## src/rtl/hazard_forward_ctrl.sv

```systemverilog
// Pending-write tracker for the post-decode pipeline: operand forwarding selects,
// load-use stalls, branch flushes and the drain-then-enter interrupt sequence.
module hazard_forward_ctrl #(
  parameter int REG_AW     = 5,
  parameter int DEPTH      = 2,
  parameter int LATE_STAGE = 1,
  localparam int FW        = $clog2(DEPTH + 1)
) (
  input  logic              clk,
  input  logic              rst,
  input  logic              dec_valid,
  input  logic [REG_AW-1:0] dec_ra,
  input  logic [REG_AW-1:0] dec_rb,
  input  logic              dec_ra_rd,
  input  logic              dec_rb_rd,
  input  logic              dec_wr_en,
  input  logic [REG_AW-1:0] dec_wr_addr,
  input  logic              dec_late,
  input  logic              br_taken,
  input  logic              irq,
  input  logic              i_flag,
  output logic [FW-1:0]     fwd_sel_a,
  output logic [FW-1:0]     fwd_sel_b,
  output logic              stall,
  output logic              flush_fetch,
  output logic              flush_dec,
  output logic              int_enter,
  output logic              busy
);

  localparam logic [1:0] ST_RUN   = 2'd0;
  localparam logic [1:0] ST_DRAIN = 2'd1;
  localparam logic [1:0] ST_ENTER = 2'd2;

  logic [DEPTH-1:0]  stg_v;
  logic [DEPTH-1:0]  stg_we;
  logic [DEPTH-1:0]  stg_late;
  logic [REG_AW-1:0] stg_addr [DEPTH];
  logic [1:0]        state;
  logic [1:0]        state_nxt;
  logic [FW-1:0]     sel_a;
  logic [FW-1:0]     sel_b;
  logic              hz_a;
  logic              hz_b;
  logic              match_a;
  logic              match_b;
  logic              stall_int;
  logic              flush_int;
  logic              issue;
  logic              busy_int;

  // Operand lookup: scan oldest to youngest so the youngest hit is the one that sticks.
  always_comb begin
    sel_a   = '0;
    sel_b   = '0;
    hz_a    = 1'b0;
    hz_b    = 1'b0;
    match_a = 1'b0;
    match_b = 1'b0;
    for (int k = DEPTH - 1; k >= 0; k--) begin
      match_a = stg_v[k] & stg_we[k] & dec_ra_rd & (stg_addr[k] == dec_ra);
      match_b = stg_v[k] & stg_we[k] & dec_rb_rd & (stg_addr[k] == dec_rb);
      sel_a   = match_a ? FW'(k + 1) : sel_a;
      sel_b   = match_b ? FW'(k + 1) : sel_b;
      hz_a    = match_a ? (stg_late[k] & (k < LATE_STAGE)) : hz_a;
      hz_b    = match_b ? (stg_late[k] & (k < LATE_STAGE)) : hz_b;
    end
  end

  // Stall/flush arbitration and interrupt sequencing; a taken branch overrides any stall.
  always_comb begin
    busy_int  = |stg_v;
    stall_int = ~br_taken & (hz_a | hz_b | (state == ST_DRAIN));
    flush_int = br_taken | (state == ST_ENTER);
    issue     = dec_valid & ~stall_int & ~flush_int & (state == ST_RUN);
    state_nxt = state;
    case (state)
      ST_RUN: begin
        if (irq & i_flag & ~br_taken & ~stall_int) state_nxt = ST_DRAIN;
        else                                       state_nxt = ST_RUN;
      end
      ST_DRAIN: begin
        if (!busy_int) state_nxt = ST_ENTER;
        else           state_nxt = ST_DRAIN;
      end
      ST_ENTER: state_nxt = ST_RUN;
      default:  state_nxt = ST_RUN;
    endcase
  end

  // Outputs read as zero for the whole reset cycle, before the stage registers clear.
  assign fwd_sel_a   = rst ? '0 : sel_a;
  assign fwd_sel_b   = rst ? '0 : sel_b;
  assign stall       = ~rst & stall_int;
  assign flush_fetch = ~rst & flush_int;
  assign flush_dec   = ~rst & flush_int;
  assign int_enter   = ~rst & (state == ST_ENTER);
  assign busy        = ~rst & busy_int;

  // Stage shift register and FSM state.
  always_ff @(posedge clk) begin
    if (rst) begin
      state    <= ST_RUN;
      stg_v    <= '0;
      stg_we   <= '0;
      stg_late <= '0;
      for (int k = 0; k < DEPTH; k++) stg_addr[k] <= '0;
    end else begin
      state    <= state_nxt;
      stg_v    <= {stg_v[DEPTH-2:0], issue};
      stg_we   <= {stg_we[DEPTH-2:0], issue & dec_wr_en};
      stg_late <= {stg_late[DEPTH-2:0], issue & dec_late};
      for (int k = DEPTH - 1; k > 0; k--) stg_addr[k] <= stg_addr[k-1];
      stg_addr[0] <= issue ? dec_wr_addr : '0;
    end
  end

endmodule

```

## config.mk

```make
export PLATFORM = sky130hd
export DESIGN_NAME = hazard_forward_ctrl
export DESIGN_NICKNAME = d
export VERILOG_FILES = /design/src/rtl/hazard_forward_ctrl.sv
export SDC_FILE = /design/constraint.sdc
export NUM_CORES = 1
export LEC_CHECK = 0
export CAP_MARGIN = 40
export CORE_MARGIN = 4
export CORE_UTILIZATION = 45
export CTS_BUF_LIST = sky130_fd_sc_hd__clkbuf_4 sky130_fd_sc_hd__clkbuf_8
export DETAILED_ROUTE_END_ITERATION = 10
export PLACE_DENSITY_LB_ADDON = 0.3
export SLEW_MARGIN = 25
export SYNTH_ARGS = -nofsm -noshare
export SYNTH_HDL_FRONTEND = slang
export SYNTH_SLANG_ARGS = --single-unit
```

## constraint.sdc

```tcl
create_clock -name clk -period 2.4 [get_ports clk]
set_input_delay 0.36 -clock clk [delete_from_list [all_inputs] [get_ports clk]]
set_output_delay 0.36 -clock clk [all_outputs]
set_load 0.005 [all_outputs]
```

==> impl_metrics.env <==
export IMPL_core_um2=1940
export IMPL_synthCells=105
export IMPL_finClkSkew_ns=0.00389
export IMPL_place_congestion=0.832
export IMPL_outcome="complete, no violations"
export IMPL_grt_max_degree=15
export IMPL_required_ns=2.04
export IMPL_dieHeight_um=53.1
export IMPL_power_switching_w=0.000144
export IMPL_drc_errors=0
export IMPL_fillers=152
export IMPL_routedWlPerCell_um=13.7
export IMPL_io_buffer_count=33
export IMPL_postSynthAreaPerCell_um2=8.72
export IMPL_grt_pass1_vias=890
export IMPL_synth_edff_count=0
export IMPL_num_vias=911
export IMPL_fin_crit_sh_pct=97.6
export IMPL_path_clk_slew_ns=0.09
export IMPL_clk_path_buf_depth=2
export IMPL_clock_sinks=17
export IMPL_critPathKind="in -> out"
export IMPL_post_route_worst_setup_slack_ns=0.0566
export IMPL_clk_latency_ns=0.29
export IMPL_grt_use_total_pct=20.8
export IMPL_comb_power_share_pct=20.9
export IMPL_hpwl_um=2010
export IMPL_min_path_cells=1
export IMPL_p_clk_share_pct=28.3
export IMPL_ant_nets=0
export IMPL_ys_types=27
export IMPL_period_needed_ns=2.34
export IMPL_peakVddDrop_v=0.000365
export IMPL_die_w_um=53.1
export IMPL_dp_slack_ns=-0.393
export IMPL_crit_arrival_ns=1.98
export IMPL_async_reset_ff_share_pct=0
export IMPL_wl_um=2480
export IMPL_path_max_fanout=2
export IMPL_first_pass_iters=4
export IMPL_die_area_um2=2820
export IMPL_max_clock_freq_ghz=0.427
export IMPL_powerDensity_nw_per_um2=405
export IMPL_power_w=0.000584
export IMPL_gr_total_overflow=0
export IMPL_fin_nets=180
export IMPL_multiInputGateArea_um2=568
export IMPL_rr_worst_depth=5
export IMPL_seq_area_frac_synth_pct=37.2
export IMPL_rsz0062_at_grt="no"
export IMPL_ys_ff_latch=17
export IMPL_syn_num_nets=130
export IMPL_finalSetupViolCount=0
export IMPL_area_delta_synth_final_pct=57.2
export IMPL_slew_headroom_pct=67.8
export IMPL_fin_tns_setup_ns=0
export IMPL_routed_via_density=5.03
export IMPL_min_path_type="reg -> reg"
export IMPL_cts_tree="yes"
export IMPL_detail_route_iter0_violations=26
export IMPL_num_rows=16
export IMPL_p_int_w=0.000440
export IMPL_ys_flop_type="dfxtp_1"
export IMPL_worstSetupEndpointType="primary output"
export IMPL_final_seq_area_um2=340
export IMPL_htree_levels=1
export IMPL_power_frac_seq_pct=50.8
export IMPL_cts_root_buf="clkbuf_4"
export IMPL_tightest_slew_ns=0.482
export IMPL_start_util_pct=47.2
export IMPL_syn_cell_area_um2=916
export IMPL_p_leak_nw=0.592
export IMPL_critPathLaunchType="input port"
export IMPL_final_layout_size_suffix_gt1_share_pct=19.5
export IMPL_yosysWarningCount=0
export IMPL_num_antenna_cells=0
export IMPL_report_final_slew_viol_count=0
export IMPL_swShare_pct=24.6
export IMPL_grt_pass1_wl_um=4020
export IMPL_antenna_found_initial=0
export IMPL_max_cap_violations=0
export IMPL_final_hold_violation_count=0
export IMPL_cts_buffers=3
export IMPL_pin_count=34
-- cell usage in the layout (no fill, tap or decap), drive strengths merged, types with 2 or more instances in the layout --
cell type,instances
buf,15
clkbuf,4
clkdlybuf4s50,26
dfxtp,17
dlygate4sd2,4
dlymetal6s2s,2
inv,9
nand2,4
nand3,3
nand3b,2
nand4,4
nor2,8
nor2b,7
nor3,9
nor4,6
o31ai,2
or4,2
xnor2,12
xor2,9
-- registers in the layout, indices dropped and copies added, names as in the netlist --
signal and cells:
stg_v 2, stg_late 1, stg_addr 10, stg_we 2, state 2
-- path summary, 6_finish.rpt --
path / start / endpoint / slack [ns]
worst max-delay path: dec_rb[0] / stall / 0.06
worst min-delay path: stg_we[0]$_SDFF_PP0_ / stg_we[1]$_SDFF_PP0_ / 0.51
worst max register to register: stg_addr[0][3]$_SDFF_PP0_ / stg_addr[0][0]$_SDFF_PP0_ / 0.48
worst min register to register: stg_we[0]$_SDFF_PP0_ / stg_we[1]$_SDFF_PP0_ / 0.51
-- critical path, cell delays in order --
cell             delay (ns)
clkdlybuf4s50_1        0.44
xor2_1                 0.17
or4_4                  0.49
o31a_1                 0.29
o31ai_1                0.07
buf_2                  0.16
-- through the flow --
| stage | utilization, % | hold WS [ns] | instances | cell area [um^2] |
|---|---|---|---|---|
| floorplan | - | 0.432 | 105 | 916 |
| CTS | 72.8 | 0.509 | 181 | 1410 |
| detailed placement | 70.7 | 0.493 | 177 | 1370 |
| finish | 74.2 | 0.513 | 181 | 1440 |
| global placement | 70.7 | 0.487 | 177 | 1370 |
| global route | 74.2 | 0.535 | 181 | 1440 |
-- Yosys cell counts (3+ instances only) --
library cell	instances	share of area, %
nor2b_1	6	4.1
inv_1	9	3.7
xnor2_1	12	11
nand3_1	3	1.6
nand2_1	4	1.6
nor3_1	9	4.9
dfxtp_1	17	37
xor2_1	9	8.6
nor4_1	6	4.1
nand4_1	4	2.7
nor2_1	8	3.3
-- power groups by stage --
stage	logic, W	registers [W]	clock network, W
after CTS	0.000120	0.000296	0.000173
after detailed placement	0.000118	0.000302	0
final	0.000122	0.000296	0.000165
after floorplan	0.0000443	0.000301	0
after global placement	0.000116	0.000302	0
after global routing	0.000133	0.000297	0.000184
-- cell type report --
cell class / count / share of cell area [%]
Sequential cell: 17 / 23.6
Timing Repair Buffer: 47 / 30.1
Tap cell: 27 / 2.35
Inverter: 9 / 2.35
Multi-Input combinational cell: 77 / 39.4
Clock buffer: 4 / 2.09
-- timing repair --
item                       CTS  global route
gates cloned                 0             0
setup endpoints to repair    4             3
hold buffers                 0             0
resized for setup           11             6
pin swaps                    1             1
buffers inserted             0             0
-- cells by family (layout without fill, tap and decap cells) --
kind of cell           after synthesis  count (layout)  share of synthesized area [%]
buffers and inverters               11              60                           4.92
XOR/XNOR                            21              21                           20.1
AO/OA/AOI/OAI                        6               6                           6.97
AND/OR/NAND/NOR                     50              50                           30.9
flip-flops                          17              17                           37.2
-- layer usage --
layer  vias to the layer above  global-route usage (%)  wire [um]
li1                        454                       -          -
met1                       432                    23.4        984
met2                        23                    36.8       1360
met3                         2                    5.07        107
met4                         0                    8.94         24
met5                         -                       0          0
Power figures use the tool's default switching activity.
